[src/rtl/hpdmc_wrpath_pkg.sv]
// Shared types and constants for the HPDMC write datapath.
// Latency: none (declarations only).
// Backpressure: none (declarations only).
package hpdmc_wr_pkg;

    localparam int DQ_W   = 16;
    localparam int DM_W   = 2;
    localparam int WORD_W = 32;
    localparam int MASK_W = WORD_W / 8;

    // Values driven into a burst slot that had no write data.
    localparam logic [DQ_W-1:0] UNDERRUN_DQ = '0;
    localparam logic [DM_W-1:0] UNDERRUN_DM = '1;

    typedef enum logic [2:0] {
        ST_IDLE  = 3'd0,
        ST_WAIT  = 3'd1,
        ST_PRE   = 3'd2,
        ST_BURST = 3'd3,
        ST_POST  = 3'd4
    } state_t;

    // DQS/DQ control pattern presented while in a given state.
    typedef struct packed {
        logic dqs_oe;
        logic dqs_q0;
        logic dqs_q1;
        logic dq_oe;
    } dqs_pat_t;

    localparam dqs_pat_t PAT_IDLE  = '{dqs_oe: 1'b0, dqs_q0: 1'b0, dqs_q1: 1'b0, dq_oe: 1'b0};
    localparam dqs_pat_t PAT_PRE   = '{dqs_oe: 1'b1, dqs_q0: 1'b0, dqs_q1: 1'b0, dq_oe: 1'b0};
    localparam dqs_pat_t PAT_BURST = '{dqs_oe: 1'b1, dqs_q0: 1'b1, dqs_q1: 1'b0, dq_oe: 1'b1};
    localparam dqs_pat_t PAT_POST  = '{dqs_oe: 1'b1, dqs_q0: 1'b0, dqs_q1: 1'b0, dq_oe: 1'b0};

    function automatic dqs_pat_t pat_of(input state_t s);
        case (s)
            ST_PRE:   pat_of = PAT_PRE;
            ST_BURST: pat_of = PAT_BURST;
            ST_POST:  pat_of = PAT_POST;
            default:  pat_of = PAT_IDLE;
        endcase
    endfunction

endpackage

[src/rtl/hpdmc_wrpath_if.sv]
// Write-data handshake between the memory controller and the write datapath.
// Latency: none (wires only).
// Backpressure: din_ready marks the slots in which a word is consumed; no stall.
interface hpdmc_wrpath_if;
    import hpdmc_wr_pkg::*;

    logic                din_valid;
    logic                din_ready;
    logic [WORD_W-1:0]   din_data;
    logic [MASK_W-1:0]   din_mask;

    modport master (output din_valid, output din_data, output din_mask, input din_ready);
    modport slave  (input din_valid, input din_data, input din_mask, output din_ready);
endinterface

[src/rtl/hpdmc_wrpath.sv]
// DDR write datapath: burst sequencer, slot splitter and DQS/OE generator (HPDMC_WR_UNDERRUN_CNT_EN adds underrun_cnt).
// Latency: preamble WR_LATENCY+1 cycles after wr_start; word taken in cycle n is driven in cycle n+1.
// Backpressure: none; DDR timing is fixed, a slot without valid data is filled and flagged as underrun.
module hpdmc_wrpath
    import hpdmc_wr_pkg::*;
#(
    parameter int BURST_WORDS = 4,
    parameter int WR_LATENCY  = 1
) (
    input  logic               sys_clk,
    input  logic               sys_rst_n,
    input  logic               wr_start,
    output logic               wr_busy,
    hpdmc_wrpath_if.slave      din,
    output logic [DQ_W-1:0]    dq_q0,
    output logic [DQ_W-1:0]    dq_q1,
    output logic [DM_W-1:0]    dm_q0,
    output logic [DM_W-1:0]    dm_q1,
    output logic               dq_oe,
    output logic               dqs_q0,
    output logic               dqs_q1,
    output logic               dqs_oe,
`ifdef HPDMC_WR_UNDERRUN_CNT_EN
    output logic [7:0]         underrun_cnt,
`endif
    output logic               underrun,
    input  logic               underrun_clr
);

    localparam logic [2:0] LAT_LAST   = (WR_LATENCY == 0) ? 3'd0 : 3'(WR_LATENCY - 1);
    localparam logic [2:0] BURST_LAST = 3'(BURST_WORDS - 1);

    state_t     state, state_nxt;
    logic [2:0] cnt, cnt_nxt;
    dqs_pat_t   pat_q;
    logic       slot;
    logic       slot_empty;

    // A word is consumed in PRE and in every BURST cycle except the last one.
    assign slot          = (state == ST_PRE) || ((state == ST_BURST) && (cnt != BURST_LAST));
    assign slot_empty    = slot && !din.din_valid;
    assign din.din_ready = slot;

    // Next-state and shared WAIT/BURST cycle counter.
    always_comb begin
        state_nxt = state;
        cnt_nxt   = cnt;
        case (state)
            ST_IDLE: begin
                cnt_nxt = 3'd0;
                if (wr_start) begin
                    state_nxt = (WR_LATENCY == 0) ? ST_PRE : ST_WAIT;
                end
            end
            ST_WAIT: begin
                if (cnt == LAT_LAST) begin
                    state_nxt = ST_PRE;
                    cnt_nxt   = 3'd0;
                end else begin
                    cnt_nxt = cnt + 3'd1;
                end
            end
            ST_PRE: begin
                state_nxt = ST_BURST;
                cnt_nxt   = 3'd0;
            end
            ST_BURST: begin
                if (cnt == BURST_LAST) begin
                    state_nxt = ST_POST;
                    cnt_nxt   = 3'd0;
                end else begin
                    cnt_nxt = cnt + 3'd1;
                end
            end
            ST_POST: begin
                state_nxt = ST_IDLE;
            end
            default: begin
                state_nxt = ST_IDLE;
                cnt_nxt   = 3'd0;
            end
        endcase
    end

    // State, counter and control outputs registered from the upcoming state.
    always_ff @(posedge sys_clk or negedge sys_rst_n) begin
        if (!sys_rst_n) begin
            state   <= ST_IDLE;
            cnt     <= 3'd0;
            pat_q   <= PAT_IDLE;
            wr_busy <= 1'b0;
        end else begin
            state   <= state_nxt;
            cnt     <= cnt_nxt;
            pat_q   <= pat_of(state_nxt);
            wr_busy <= (state_nxt != ST_IDLE);
        end
    end

    assign dqs_oe = pat_q.dqs_oe;
    assign dqs_q0 = pat_q.dqs_q0;
    assign dqs_q1 = pat_q.dqs_q1;
    assign dq_oe  = pat_q.dq_oe;

    // Slot data register; holds the last word outside of consuming slots.
    always_ff @(posedge sys_clk or negedge sys_rst_n) begin
        if (!sys_rst_n) begin
            dq_q0 <= '0;
            dq_q1 <= '0;
            dm_q0 <= '0;
            dm_q1 <= '0;
        end else if (slot) begin
            if (din.din_valid) begin
                dq_q0 <= din.din_data[DQ_W-1:0];
                dq_q1 <= din.din_data[WORD_W-1:DQ_W];
                dm_q0 <= din.din_mask[DM_W-1:0];
                dm_q1 <= din.din_mask[MASK_W-1:DM_W];
            end else begin
                dq_q0 <= UNDERRUN_DQ;
                dq_q1 <= UNDERRUN_DQ;
                dm_q0 <= UNDERRUN_DM;
                dm_q1 <= UNDERRUN_DM;
            end
        end
    end

    // Sticky underrun flag; a new underrun outranks a simultaneous clear.
    always_ff @(posedge sys_clk or negedge sys_rst_n) begin
        if (!sys_rst_n) begin
            underrun <= 1'b0;
        end else if (slot_empty) begin
            underrun <= 1'b1;
        end else if (underrun_clr) begin
            underrun <= 1'b0;
        end
    end

`ifdef HPDMC_WR_UNDERRUN_CNT_EN
    // Saturating underrun slot counter; increment with clear restarts at one.
    always_ff @(posedge sys_clk or negedge sys_rst_n) begin
        if (!sys_rst_n) begin
            underrun_cnt <= 8'd0;
        end else if (slot_empty) begin
            if (underrun_clr) begin
                underrun_cnt <= 8'd1;
            end else if (underrun_cnt != 8'hFF) begin
                underrun_cnt <= underrun_cnt + 8'd1;
            end
        end else if (underrun_clr) begin
            underrun_cnt <= 8'd0;
        end
    end
`endif

endmodule

[src/flat_wrapper.sv]
// flat-port wrapper written by rule: the top's interface ports become plain ports
module hpdmc_wrpath_flat import hpdmc_wr_pkg::*;
#(
    parameter int BURST_WORDS = 4,
    parameter int WR_LATENCY  = 1
)
  (sys_clk, sys_rst_n, wr_start, wr_busy, dq_q0, dq_q1, dm_q0, dm_q1, dq_oe, dqs_q0, dqs_q1, dqs_oe, underrun, underrun_clr, din_din_valid, din_din_data, din_din_mask, din_din_ready);
  hpdmc_wrpath_if din_i ();
  input  logic sys_clk;
  input  logic sys_rst_n;
  input  logic wr_start;
  output logic wr_busy;
  output logic [DQ_W-1:0] dq_q0;
  output logic [DQ_W-1:0] dq_q1;
  output logic [DM_W-1:0] dm_q0;
  output logic [DM_W-1:0] dm_q1;
  output logic dq_oe;
  output logic dqs_q0;
  output logic dqs_q1;
  output logic dqs_oe;
  output logic underrun;
  input  logic underrun_clr;
  input wire logic [$bits(din_i.din_valid)-1:0] din_din_valid;
  input wire logic [$bits(din_i.din_data)-1:0] din_din_data;
  input wire logic [$bits(din_i.din_mask)-1:0] din_din_mask;
  output wire logic [$bits(din_i.din_ready)-1:0] din_din_ready;
  assign din_i.din_valid = din_din_valid;
  assign din_i.din_data = din_din_data;
  assign din_i.din_mask = din_din_mask;
  assign din_din_ready = din_i.din_ready;
  hpdmc_wrpath #(.BURST_WORDS(BURST_WORDS), .WR_LATENCY(WR_LATENCY)) u_core (.sys_clk(sys_clk), .sys_rst_n(sys_rst_n), .wr_start(wr_start), .wr_busy(wr_busy), .din(din_i), .dq_q0(dq_q0), .dq_q1(dq_q1), .dm_q0(dm_q0), .dm_q1(dm_q1), .dq_oe(dq_oe), .dqs_q0(dqs_q0), .dqs_q1(dqs_q1), .dqs_oe(dqs_oe), .underrun(underrun), .underrun_clr(underrun_clr));
endmodule
[config.mk]
export PLATFORM = sky130hd
export DESIGN_NAME = hpdmc_wrpath_flat
export DESIGN_NICKNAME = d
export VERILOG_FILES = /design/src/rtl/hpdmc_wrpath_pkg.sv /design/src/rtl/hpdmc_wrpath_if.sv /design/src/rtl/hpdmc_wrpath.sv /design/src/flat_wrapper.sv
export SDC_FILE = /design/constraint.sdc
export NUM_CORES = 1
export LEC_CHECK = 0
export BUFFER_PORTS_ARGS = -buffer_cell sky130_fd_sc_hd__buf_4
export CAP_MARGIN = 20
export CORE_MARGIN = 1
export CORE_UTILIZATION = 52
export DETAILED_ROUTE_END_ITERATION = 12
export PLACE_DENSITY = 0.85
export SYNTH_ARGS = -nofsm -noshare
export SYNTH_HDL_FRONTEND = slang
export SYNTH_SLANG_ARGS = --single-unit
[constraint.sdc]
create_clock -name sys_clk -period 4.2 [get_ports sys_clk]
set_input_delay 0 -clock sys_clk [delete_from_list [all_inputs] [get_ports sys_clk]]
set_output_delay 0 -clock sys_clk [all_outputs]
set_load 0.03 [all_outputs]
======== Yosys cells after proc, flatten, opt, wreduce, memory -nomap -nowiden ========
Cells that the tools add are included.
storage, ports and cells
  output and inout port bits .............. 43
  register bits ........................... 48
operators by class
  mux-type cells .......................... 14
  reductions and logical operators ........ 9
  eq/ne operators ......................... 9
  add/subtract/negate cells ............... 1
operators by type and width
  kind                   count
  $mux W16               2
  $eq A3 B2 Y1 const B   5
  $mux W3                5
  $pmux W3 S4            1
  $pmux W3 S3            1
  $pmux W4 S2            1
  $eq A3 B3 Y1 const B   2
  $logic_not A3 Y1       2
  $mux W2                2
  $add A3 B1 Y3 const B  1
  $eq A3 B1 Y1 const B   1
  $ne A3 B2 Y1 const B   1
  $reduce_bool A3 Y1     1
  $logic_and A1 B1 Y1    2
  $mux W1                2
  $reduce_bool A2 Y1     1
  $reduce_or A2 Y1       1
  $logic_not A1 Y1       1
  $logic_or A1 B1 Y1     1

======== Depth between registers and ports, before layout ========
  word-level depth ........................ 6
  mapped depth ............................ 6

======== Worst setup path before layout ========
No wires, ideal clock.
  path type ............................... reg-to-reg
  start point ............................. register u_core.cnt[0]
  end point ............................... register u_core.dm_q0[0]
  setup slack ............................. 2.598 ns
  cell stages (with the launch flop) ...... 6
  clock period less this slack ............ 1.602 ns
  data arrival time ....................... 1.477 ns
  setup time .............................. 0.125 ns
  data required time ...................... 4.075 ns
  path through ............................ dfrtp_1 ha_1 ha_1 a21oi_2 buf_6 mux2_2
between the ends
  longest elaborated chain between the ends .. 3
RTL lines
  what                    RTL line             text
  start, declared         hpdmc_wrpath.sv:34   logic [2:0] cnt, cnt_nxt;
  start signal, assigned  hpdmc_wrpath.sv:94   cnt <= cnt_nxt;
  $ne A3 B2 Y1            hpdmc_wrpath.sv:40   assign slot = (state == ST_PRE) || ((state == ST_BURST) && (cnt != BURST_LAST));
  $logic_and A1 B1 Y1     hpdmc_wrpath.sv:40
  $logic_or A1 B1 Y1      hpdmc_wrpath.sv:40
  end signal, assigned    hpdmc_wrpath.sv:116  dm_q0 <= din.din_mask[DM_W-1:0];
  end, declared           hpdmc_wrpath.sv:17   output logic [DM_W-1:0] dm_q0,
No other way between the ends.
A chain may end at the register's enable or synchronous reset.

======== Final worst setup path ========
  start point ............................. register u_core.cnt[0]
  end point ............................... register u_core.dq_q0[4]
between the ends
  longest elaborated chain between the ends .. 3
RTL lines
  what                  RTL line             text
  $ne A3 B2 Y1          hpdmc_wrpath.sv:40
  $logic_and A1 B1 Y1   hpdmc_wrpath.sv:40
  $logic_or A1 B1 Y1    hpdmc_wrpath.sv:40
  end signal, assigned  hpdmc_wrpath.sv:114  dq_q0 <= din.din_data[DQ_W-1:0];
  end, declared         hpdmc_wrpath.sv:15   output logic [DQ_W-1:0] dq_q0,
No other way between the ends.

==> impl_metrics.json <==
{
  "final_util": 0.834,
  "num-nets-final": 360,
  "dp_hpwl_mm": 3.09,
  "worst_slew_margin_rel": 0.626,
  "period_share": 0.554,
  "critPathLaunchType": "flop",
  "path_buf_inv": 2,
  "io_buffers": 82,
  "placedCellCount": 322,
  "cts_root_buf": "clkbuf_8",
  "wl_per_cell_um": 15.1,
  "grt_overflow": 0,
  "ioPinCount": 84,
  "cts_max_path_buffers": 2,
  "synth.area.top_cells": "dfrtp_1 54%, mux2i_1 16%, inv_1 6.8%, nand2_1 6.3%, ha_1 2.3%",
  "die_h_um": 66.1,
  "synth_edf_count": 0,
  "pwr-share-clk": 0.118,
  "core_area_um2": 3800,
  "p_per_area_nw_per_um2": 754,
  "seq_area_frac_synth": 0.538,
  "stdcell_count": 364,
  "drtIter0Drc": 136,
  "worstPathRequired_ns": 4.42,
  "die_w_um": 66.1,
  "vdd_drop_max_uv": 443,
  "initial_core_util": 0.563,
  "diodes": 0,
  "htree_levels": 2,
  "power_frac_seq": 0.334,
  "num_rows": 22,
  "wirelength_mm": 5.49,
  "critPathMaxFanout": 21,
  "intPower_mw": 1.31,
  "ys_ff_latch": 46,
  "cp_slowest_cell": "a21oi_4",
  "clk_pin_slew_worst_paths_ns": 0.09,
  "cts_buffers": 5,
  "track_usage": 0.283,
  "yosysMostFrequentCell": "dfrtp_1",
  "hold_class": "input port to flop",
  "grt_pass1_vias": 1930,
  "yosys_warnings": 0,
  "synth_top_flop_cell": "dfrtp_1",
  "fill_cells": 208,
  "setup_viol": 0,
  "drive_gt1_frac": 0.310,
  "cp.arrival_ns": 2.55,
  "path_depth": 6,
  "path_cells": "ha_1, ha_1, a21oi_4, buf_4, buf_4, mux2i_1",
  "p_comb_frac": 0.548,
  "antenna_found_initial": 0,
  "grt_pass1_wl_mm": 8.91,
  "switchingPower_mw": 1.08,
  "syn_to_final_growth_pct": 48.1,
  "critPathLaunch": "u_core.cnt[0]",
  "drc": 0,
  "rsz0062_at_grt": "no",
  "r2r-end": "u_core.dq_q0[4]",
  "reg2reg_setup_slack_ns": 1.87,
  "numClockSinks": 46,
  "ys_types": 25,
  "clkLatencyLatePin_ns": 0.31,
  "fin_worst_skew_ns": 0.00791,
  "syn_area_um2": 2140,
  "swShare": 0.451,
  "ant_nets": 0,
  "vias": 1786,
  "cp_slowest_stage_delay_ns": 0.48,
  "yosysTopAreaCell": "dfrtp_1",
  "finalSetupTns_ns": 0,
  "path_delay_family": "buffers and inverters",
  "crit_type": "flop to flop",
  "synth_commonest_cells": "46 x dfrtp_1, 39 x inv_1, 36 x nand2_1, 34 x mux2i_1",
  "avgSynthCellArea_um2": 10.5,
  "netlist_instances": 203,
  "drt_pre_antenna_iters": 6,
  "syn-num-nets": 248,
  "die-area_um2": 4370,
  "finalMaxSlewViolations": 0,
  "grt_start_max_net_pins": 47,
  "synth_top_area_frac": 0.538,
  "end_kind": "flop",
  "p_leak_nw": 1.70,
  "cts_tree": "built",
  "hold_viol": 0,
  "min_period_ns": 2.33,
  "async_flop_share": 1.00,
  "gp_congestion": 0.813,
  "fin_area_um2": 3170,
  "dpl_cell_area_um2": 2740,
  "fmax_mhz": 430,
  "status": "finished clean",
  "via_per_inst": 4.91,
  "worstMarginPinSlew_ns": 0.561,
  "drv_cap": 0,
  "cts_resized": 0,
  "r2r-start": "u_core.cnt[0]",
  "rr_worst_depth": 6,
  "crit_end": "u_core.dq_q0[4]"
}
[cell usage in the layout, fill, tap and decap left out, drive strengths merged]
cell,instances
buf,84
dfrtp,46
inv,39
nand2,36
mux2i,34
dlygate4sd3,34
nand2b,7
clkbuf,7
nor2,6
mux2,4
ha,4
o32ai,3
a21oi,3
nor3,2
o21ai,1
a21boi,1
and3b,1
or2,1
a22o,1
conb,1
clkinv,1
[sequential cells by signal, summed over array words and instances (netlist names)]
signal	flops
u_core.dq_q1	16
u_core.state	3
u_core.wr_busy	1
u_core.dq_q0	16
u_core.dq_oe	1
u_core.cnt	3
u_core.dm_q1	2
u_core.dm_q0	2
u_core.dqs_oe	1
u_core.underrun	1
[power groups by stage]
stage	Combinational [mW]	Clock, mW	Sequential [mW]
5_1_grt	1.40	0.309	0.815
6_report	1.31	0.282	0.797
2_1_floorplan	0.563	0	1.10
4_1_cts	1.30	0.284	0.783
3_3_place_gp	1.24	0	0.783
3_5_place_dp	1.27	0	0.789
[final cells by class]
type	count	area [µm²]	share of cell area
clock buffers	7	86.3	0.0273
clock inverters	1	5.00	0.00158
inverters	39	146	0.0462
multi-input cells	105	747	0.236
flip-flops and latches	46	1150	0.363
well taps	48	60.1	0.0190
repair buffers	118	971	0.307
[worst min-delay path by stage]
stage / startpoint / end / slack (ns) / depth (start not counted)
3_3_place_gp: sys_rst_n / u_core.dq_q0[7] / 0.03 / 1
3_5_place_dp: sys_rst_n / u_core.dq_q0[7] / 0.04 / 1
5_1_grt: din_din_mask[0] / u_core.dm_q0[0] / 0.01 / 3
6_report: din_din_mask[0] / u_core.dm_q0[0] / 0.008 / 3
2_1_floorplan: sys_rst_n / u_core.cnt[0] / -0.30 / 0
4_1_cts: underrun_clr / u_core.underrun / 0.002 / 3
[logic make-up after synthesis]
family                     count (synthesis)  share of synthesized area
other                                      1                    0.00175
and+or+nand+nor                           53                      0.109
AOI/OAI and AO/OA                          9                     0.0310
buffers and inverters                     52                      0.116
adders and majority gates                  4                     0.0234
muxes                                     38                      0.180
DFF                                       46                      0.538
[worst reg2reg max path, cell delays in order, from the launching register on]
cell	delay, ns
dfrtp_1	0.42
ha_1	0.23
ha_1	0.25
a21oi_4	0.48
buf_4	0.42
buf_4	0.23
mux2i_1	0.23
[layer usage]
layer | up-vias | wire length, µm | track usage
met5 | - | 0 | 0
met4 | 0 | 186 | 0.146
met3 | 18 | 351 | 0.0586
met2 | 88 | 2860 | 0.505
li1 | 850 | - | -
met1 | 830 | 2090 | 0.315
[through the flow]
stage | setup slack, ns | hold slack [ns] | power, mW
3_3_place_gp | 1.94 | 0.0332 | 2.03
6_report | 1.87 | 0.00848 | 2.39
5_1_grt | 1.74 | 0.0131 | 2.52
2_1_floorplan | 2.60 | -0.296 | 1.67
3_5_place_dp | 1.88 | 0.0363 | 2.06
4_1_cts | 1.85 | 0.00209 | 2.37
[repair_timing]
action / 4_1_cts / 5_1_grt
hold buffers: 34 / 0
setup buffers: 0 / 0
endpoints found under the hold margin: 79 / 0
setup endpoints to repair: 0 / 0
No activity file was read; power rests on OpenSTA's default activity.
